**config.mk**
```make
export PLATFORM = sky130hd
export DESIGN_NAME = microsequencer_flat
export DESIGN_NICKNAME = d
export VERILOG_FILES = /design/src/rtl/microsequencer_if.sv /design/src/rtl/microsequencer.sv /design/src/flat_wrapper.sv
export SDC_FILE = /design/constraint.sdc
export NUM_CORES = 1
export LEC_CHECK = 0
export CORE_UTILIZATION = 50
export CTS_BUF_LIST = sky130_fd_sc_hd__clkbuf_2 sky130_fd_sc_hd__clkbuf_4 sky130_fd_sc_hd__clkbuf_8
export CTS_CLUSTER_SIZE = 28
export DETAILED_ROUTE_END_ITERATION = 8
export GPL_TIMING_DRIVEN = 0
export PLACE_DENSITY = 0.92
export SLEW_MARGIN = 20
export SYNTH_ARGS = -nofsm -noshare
export SYNTH_HDL_FRONTEND = slang
export SYNTH_SLANG_ARGS = --single-unit
```
**constraint.sdc**
```tcl
create_clock -name clk -period 4.4 [get_ports clk]
set_clock_uncertainty 0.1 [all_clocks]
set_input_delay 0.88 -clock clk [delete_from_list [all_inputs] [get_ports clk]]
set_output_delay 0.88 -clock clk [all_outputs]
set_load 0.005 [all_outputs]
```
**src/rtl/microsequencer_if.sv**
```systemverilog
// Microstore / datapath-facing bundle of the microsequencer.
// The sequencer connects through the slave modport; the microstore/stimulus side uses master.
interface microsequencer_if #(
    parameter int ADDR_W      = 6,
    parameter int CTRL_W      = 32,
    parameter int NCOND       = 8,
    parameter int STACK_DEPTH = 4
);
    localparam int SEL_W = $clog2(NCOND);
    localparam int SP_W  = $clog2(STACK_DEPTH + 1);

    logic [NCOND-1:0]  cond;
    logic [ADDR_W-1:0] map_addr;
    logic [ADDR_W-1:0] uaddr;
    logic [2:0]        next_op;
    logic [SEL_W-1:0]  cond_sel;
    logic              cond_inv;
    logic [ADDR_W-1:0] cr;
    logic [CTRL_W-1:0] ctrl_in;
    logic [CTRL_W-1:0] ctrl;
    logic [ADDR_W-1:0] state;
    logic [SP_W-1:0]   sp;
    logic              stack_err;

    modport slave (
        input  cond, map_addr, next_op, cond_sel, cond_inv, cr, ctrl_in,
        output uaddr, ctrl, state, sp, stack_err
    );

    modport master (
        output cond, map_addr, next_op, cond_sel, cond_inv, cr, ctrl_in,
        input  uaddr, ctrl, state, sp, stack_err
    );
endinterface

```
**src/rtl/microsequencer.sv**
```systemverilog
// Microprogram sequencer: micro-PC, next-address select, return stack for CALL/RET,
// and the registered control word presented to the datapath.
module microsequencer #(
    parameter int ADDR_W      = 6,
    parameter int CTRL_W      = 32,
    parameter int NCOND       = 8,
    parameter int STACK_DEPTH = 4
) (
    input  logic              clk,
    input  logic              clr,
    microsequencer_if.slave   bus
);
    // op   | meaning
    // INC  | uaddr+1
    // JMP  | cr
    // MAP  | map_addr
    // CJMP | c ? cr : uaddr+1
    // CWAIT| c ? uaddr+1 : hold
    // CALL | push uaddr+1, go to cr
    // RET  | pop, go to popped address (0 when empty)
    // CMAP | c ? map_addr : uaddr+1
    localparam int SP_W = $clog2(STACK_DEPTH + 1);

    localparam logic [2:0] OP_JMP   = 3'b001;
    localparam logic [2:0] OP_MAP   = 3'b010;
    localparam logic [2:0] OP_CJMP  = 3'b011;
    localparam logic [2:0] OP_CWAIT = 3'b100;
    localparam logic [2:0] OP_CALL  = 3'b101;
    localparam logic [2:0] OP_RET   = 3'b110;
    localparam logic [2:0] OP_CMAP  = 3'b111;

    logic [ADDR_W-1:0] upc_q, upc_d;
    logic [ADDR_W-1:0] state_q, state_d;
    logic [CTRL_W-1:0] ctrl_q, ctrl_d;
    logic [SP_W-1:0]   sp_q, sp_d;
    logic              err_q, err_d;
    logic [STACK_DEPTH-1:0][ADDR_W-1:0] stack_q, stack_d;

    logic              c;
    logic [ADDR_W-1:0] upc_inc;
    logic [ADDR_W-1:0] pop_addr;

    always_ff @(posedge clk) begin
        if (clr) begin
            upc_q   <= '0;
            state_q <= '0;
            ctrl_q  <= '0;
            sp_q    <= '0;
            err_q   <= 1'b0;
            stack_q <= '0;
        end else begin
            upc_q   <= upc_d;
            state_q <= state_d;
            ctrl_q  <= ctrl_d;
            sp_q    <= sp_d;
            err_q   <= err_d;
            stack_q <= stack_d;
        end
    end

    always_comb begin
        c        = bus.cond[bus.cond_sel] ^ bus.cond_inv;
        upc_inc  = upc_q + ADDR_W'(1);
        pop_addr = '0;
        for (int i = 0; i < STACK_DEPTH; i++) begin
            if (sp_q == SP_W'(i + 1)) pop_addr = stack_q[i];
        end

        upc_d   = upc_inc;
        state_d = upc_q;
        ctrl_d  = bus.ctrl_in;
        sp_d    = sp_q;
        err_d   = err_q;
        stack_d = stack_q;

        case (bus.next_op)
            OP_JMP:   upc_d = bus.cr;
            OP_MAP:   upc_d = bus.map_addr;
            OP_CJMP:  upc_d = c ? bus.cr : upc_inc;
            OP_CWAIT: upc_d = c ? upc_inc : upc_q;
            OP_CMAP:  upc_d = c ? bus.map_addr : upc_inc;
            OP_CALL: begin
                // a full stack still takes the jump; only the return address is lost
                upc_d = bus.cr;
                if (sp_q == SP_W'(STACK_DEPTH)) begin
                    err_d = 1'b1;
                end else begin
                    for (int i = 0; i < STACK_DEPTH; i++) begin
                        if (sp_q == SP_W'(i)) stack_d[i] = upc_inc;
                    end
                    sp_d = sp_q + SP_W'(1);
                end
            end
            OP_RET: begin
                if (sp_q == '0) begin
                    upc_d = '0;
                    err_d = 1'b1;
                end else begin
                    upc_d = pop_addr;
                    sp_d  = sp_q - SP_W'(1);
                end
            end
            default:  upc_d = upc_inc;
        endcase
    end

    always_comb begin
        bus.uaddr     = upc_q;
        bus.ctrl      = ctrl_q;
        bus.state     = state_q;
        bus.sp        = sp_q;
        bus.stack_err = err_q;
    end
endmodule

```
**src/flat_wrapper.sv**
```systemverilog
// flat-port wrapper written by rule: the top's interface ports become plain ports
module microsequencer_flat 
#(
    parameter int ADDR_W      = 6,
    parameter int CTRL_W      = 32,
    parameter int NCOND       = 8,
    parameter int STACK_DEPTH = 4
)
  (clk, clr, bus_cond, bus_map_addr, bus_next_op, bus_cond_sel, bus_cond_inv, bus_cr, bus_ctrl_in, bus_uaddr, bus_ctrl, bus_state, bus_sp, bus_stack_err);
  microsequencer_if #(.ADDR_W(ADDR_W), .CTRL_W(CTRL_W), .NCOND(NCOND), .STACK_DEPTH(STACK_DEPTH)) bus_i ();
  input  logic clk;
  input  logic clr;
  input wire logic [$bits(bus_i.cond)-1:0] bus_cond;
  input wire logic [$bits(bus_i.map_addr)-1:0] bus_map_addr;
  input wire logic [$bits(bus_i.next_op)-1:0] bus_next_op;
  input wire logic [$bits(bus_i.cond_sel)-1:0] bus_cond_sel;
  input wire logic [$bits(bus_i.cond_inv)-1:0] bus_cond_inv;
  input wire logic [$bits(bus_i.cr)-1:0] bus_cr;
  input wire logic [$bits(bus_i.ctrl_in)-1:0] bus_ctrl_in;
  output wire logic [$bits(bus_i.uaddr)-1:0] bus_uaddr;
  output wire logic [$bits(bus_i.ctrl)-1:0] bus_ctrl;
  output wire logic [$bits(bus_i.state)-1:0] bus_state;
  output wire logic [$bits(bus_i.sp)-1:0] bus_sp;
  output wire logic [$bits(bus_i.stack_err)-1:0] bus_stack_err;
  assign bus_i.cond = bus_cond;
  assign bus_i.map_addr = bus_map_addr;
  assign bus_i.next_op = bus_next_op;
  assign bus_i.cond_sel = bus_cond_sel;
  assign bus_i.cond_inv = bus_cond_inv;
  assign bus_i.cr = bus_cr;
  assign bus_i.ctrl_in = bus_ctrl_in;
  assign bus_uaddr = bus_i.uaddr;
  assign bus_ctrl = bus_i.ctrl;
  assign bus_state = bus_i.state;
  assign bus_sp = bus_i.sp;
  assign bus_stack_err = bus_i.stack_err;
  microsequencer #(.ADDR_W(ADDR_W), .CTRL_W(CTRL_W), .NCOND(NCOND), .STACK_DEPTH(STACK_DEPTH)) u_core (.clk(clk), .clr(clr), .bus(bus_i));
endmodule
```
==> results_dict.tcl <==
set metrics [dict create \
    pin_count 109 \
    hp-class "flip-flop to flip-flop" \
    fin_area_um2 4490 \
    timing.fmax_mhz 334 \
    track_usage_pct 26.9 \
    synthCells 343 \
    place.gp.congestion 0.898 \
    via_per_inst 5.50 \
    critPathMaxFanout 10 \
    clock_power_share_pct 34.0 \
    finalSetupTns_ns 0 \
    maxSlewHeadroom_pct 46.8 \
    syn-num-nets 411 \
    worstSetupStartpointType "input pin" \
    synthToLayoutAreaGrowth_pct 42.2 \
    rrSetupSlack_ns 1.73 \
    wl_per_cell_um 16.0 \
    vias 2963 \
    synth_area_um2 3160 \
    worstSetupPathType "input pin to flip-flop" \
    placedInstanceArea_um2 4300 \
    worstReg2RegEnd "u_core.stack_q[21]$_SDFFE_PP0P_" \
    finalHoldViolCount 0 \
    htree_levels 3 \
    r2r-start "u_core.bus.sp[0]$_SDFFE_PP0P_" \
    place_inst 523 \
    grt_setup_unrepaired "false" \
    clk_latency_ns 0.35 \
    die_h_um 81.5 \
    cts.path.max_buffers 2 \
    async_flop_share_pct 0 \
    fp.coreArea_um2 5990 \
    layout-drive-gt1-share_pct 6.25 \
    fill_cells 427 \
    synthFlopType "dfxtp_1" \
    nNetsFinal 527 \
    p_leak_nw 1.69 \
    crit_path_start "bus_cond_sel[0]" \
    combPwrFrac_pct 17.9 \
    stdcell_count 539 \
    drv_slew 0 \
    cts_buffers 9 \
    holdBufCountCts 0 \
    wirelength_um 8650 \
    antenna_found_initial 0 \
    start_util_pct 52.7 \
    swShare_pct 28.0 \
    required_ns 4.54 \
    die_x_um 81.5 \
    grt_first_pass_wirelength_um 13300 \
    cp-end-kind "flip-flop" \
    ctsResizeCount 0 \
    cp-endpoint "u_core.bus.uaddr[4]$_SDFFE_PP0P_" \
    setup_viol 0 \
    synth_seq_cells 72 \
    ys_types 39 \
    vdd_drop_max_v 0.000290 \
    grt_max_degree 16 \
    period_minus_slack_ns 2.99 \
    drc_errors 0 \
    power.share.sequential_pct 48.1 \
    grt-ovfl-total 0 \
    synth.avg_cell_area_um2 9.20 \
    cts_sinks 72 \
    clk_pin_slew_worst_paths_ns 0.08 \
    std_cell_rows 28 \
    drv_cap 0 \
    port_buffers 105 \
    grt_pass1_vias 2786 \
    power.density_nw_per_um2 324 \
    synth_edf_count 0 \
    arrival_ns 3.13 \
    switchingPower_mw 0.406 \
    internal_power_mw 1.05 \
    drt_iter0_markers 179 \
    ant_nets 0 \
    status "finished clean" \
    n_antenna_cell 0 \
    die_area_um2 6630 \
    reg2reg_depth 9 \
    synth_seq_area_share_pct 45.7 \
    dp_hpwl_um 6500 \
    postCtsSetupBuffers 0 \
    tightest_slew_ns 0.792 \
    cts_tree "yes" \
    dr.pass1.iters 5 \
    min_period_over_period_pct 67.9 \
    cts-root-buf "clkbuf_8" \
    yosys_warnings 0 \
]
metal layers:
layer  wire length, um  global-route usage (%)
met5                 0                       0
met4               233                    12.7
met1              3290                    30.5
met3               912                    6.44
met2              4210                    47.2
layout make-up:
class,instances,area [um2],area share [%]
Tap cell,75,93.8,2.09
Inverter,7,26.3,0.585
Buffer,25,168,3.73
Clock buffer,9,124,2.76
Multi-Input combinational cell,239,1520,33.9
Timing Repair Buffer,105,1050,23.4
Sequential cell,72,1440,32.1
Clock inverter,7,63.8,1.42
kinds of logic after synthesis:
family	synth area share, %
and+or+nand+nor	21.2
AOI/OAI and AO/OA	16.4
DFF	45.7
buffers and inverters	6.14
muxes	5.79
xor gates and xnor gates	1.94
adders and majority gates	2.77
registers in the layout, indices dropped and copies added, names as in the netlist:
signal                flops
u_core.stack_q           24
u_core.bus.state          6
u_core.bus.ctrl          32
u_core.bus.uaddr          6
u_core.bus.sp             3
u_core.bus.stack_err      1
cells in the mapped netlist (all sizes together), types with 3 or more instances:
cell | number | area (um2)
nand3 | 9 | 45.0
a211oi | 16 | 130
ha | 7 | 87.6
inv | 7 | 26.3
nand2 | 11 | 41.3
a221oi | 5 | 43.8
and2 | 5 | 33.8
dfxtp | 72 | 1440
clkbuf | 22 | 116
nor2 | 51 | 191
mux2i | 13 | 130
xor2 | 5 | 43.8
a31oi | 3 | 18.8
nand3b | 3 | 22.5
a21oi | 24 | 120
and3 | 4 | 30.0
nor2b | 46 | 288
o21ai | 13 | 65.1
a22oi | 6 | 45.0
worst min-delay path by stage:
stage	start	endpoint	cells past startpoint
5_1_grt	u_core.stack_q[7]$_SDFFE_PP0P_	u_core.stack_q[7]$_SDFFE_PP0P_	2
4_1_cts	u_core.stack_q[7]$_SDFFE_PP0P_	u_core.stack_q[7]$_SDFFE_PP0P_	2
6_report	u_core.stack_q[7]$_SDFFE_PP0P_	u_core.stack_q[7]$_SDFFE_PP0P_	2
2_1_floorplan	u_core.stack_q[7]$_SDFFE_PP0P_	u_core.stack_q[7]$_SDFFE_PP0P_	2
3_3_place_gp	u_core.stack_q[7]$_SDFFE_PP0P_	u_core.stack_q[7]$_SDFFE_PP0P_	2
3_5_place_dp	u_core.stack_q[7]$_SDFFE_PP0P_	u_core.stack_q[7]$_SDFFE_PP0P_	2
cells in the final DEF, fill, tap and decap left out, types with 2 or more instances in the layout:
cell             Yosys  routed
mux2i_1             13      13
mux4_1               2       2
clkinvlp_4           0       2
clkdlybuf4s50_1      0     105
inv_8                0       2
a31oi_1              3       3
nand3b_1             3       3
a211oi_2             2       2
o221ai_1             2       2
a221oi_1             5       5
a21oi_1             24      24
clkinv_4             0       2
nand3_1              9       9
nand2_1             11      11
dfxtp_1             72      72
o21ai_0             13      13
and2_2               2       2
xor2_1               5       5
nor2b_1             46      46
clkbuf_8             3      12
inv_1                7       7
ha_1                 7       7
nor3_1               2       2
a221o_1              2       2
o31ai_1              2       2
nor2_1              51      51
a22oi_1              6       6
and3_1               3       3
clkbuf_1            18      18
xnor2_1              2       2
and2_1               3       3
a211oi_1            14      14
power by group through the flow:
stage	registers (mW)	clock network (mW)	logic [mW]
CTS	0.700	0.497	0.258
finish	0.699	0.493	0.260
global route	0.703	0.532	0.280
detailed placement	0.715	0	0.256
global placement	0.712	0	0.249
floorplan	0.714	0	0.116
critical path, cell delays in order:
cell and delay, ns:
clkdlybuf4s50_1 0.50, mux4_1 0.56, mux2i_1 0.18, xor2_1 0.11, buf_4 0.19, a211oi_1 0.26, a21oi_1 0.07, a221o_1 0.37
metrics by stage:
step                setup WS, ns  hold WS (ns)  utilization, %  power (mW)
global placement            1.14         0.350            71.8       0.961
CTS                         1.41         0.379            74.9        1.46
floorplan                   1.76         0.335               -       0.830
detailed placement          1.04         0.366            71.8       0.971
global route                1.28         0.414            74.9        1.51
finish                      1.41         0.380            74.9        1.45
No activity file was read; power rests on OpenSTA's default activity.
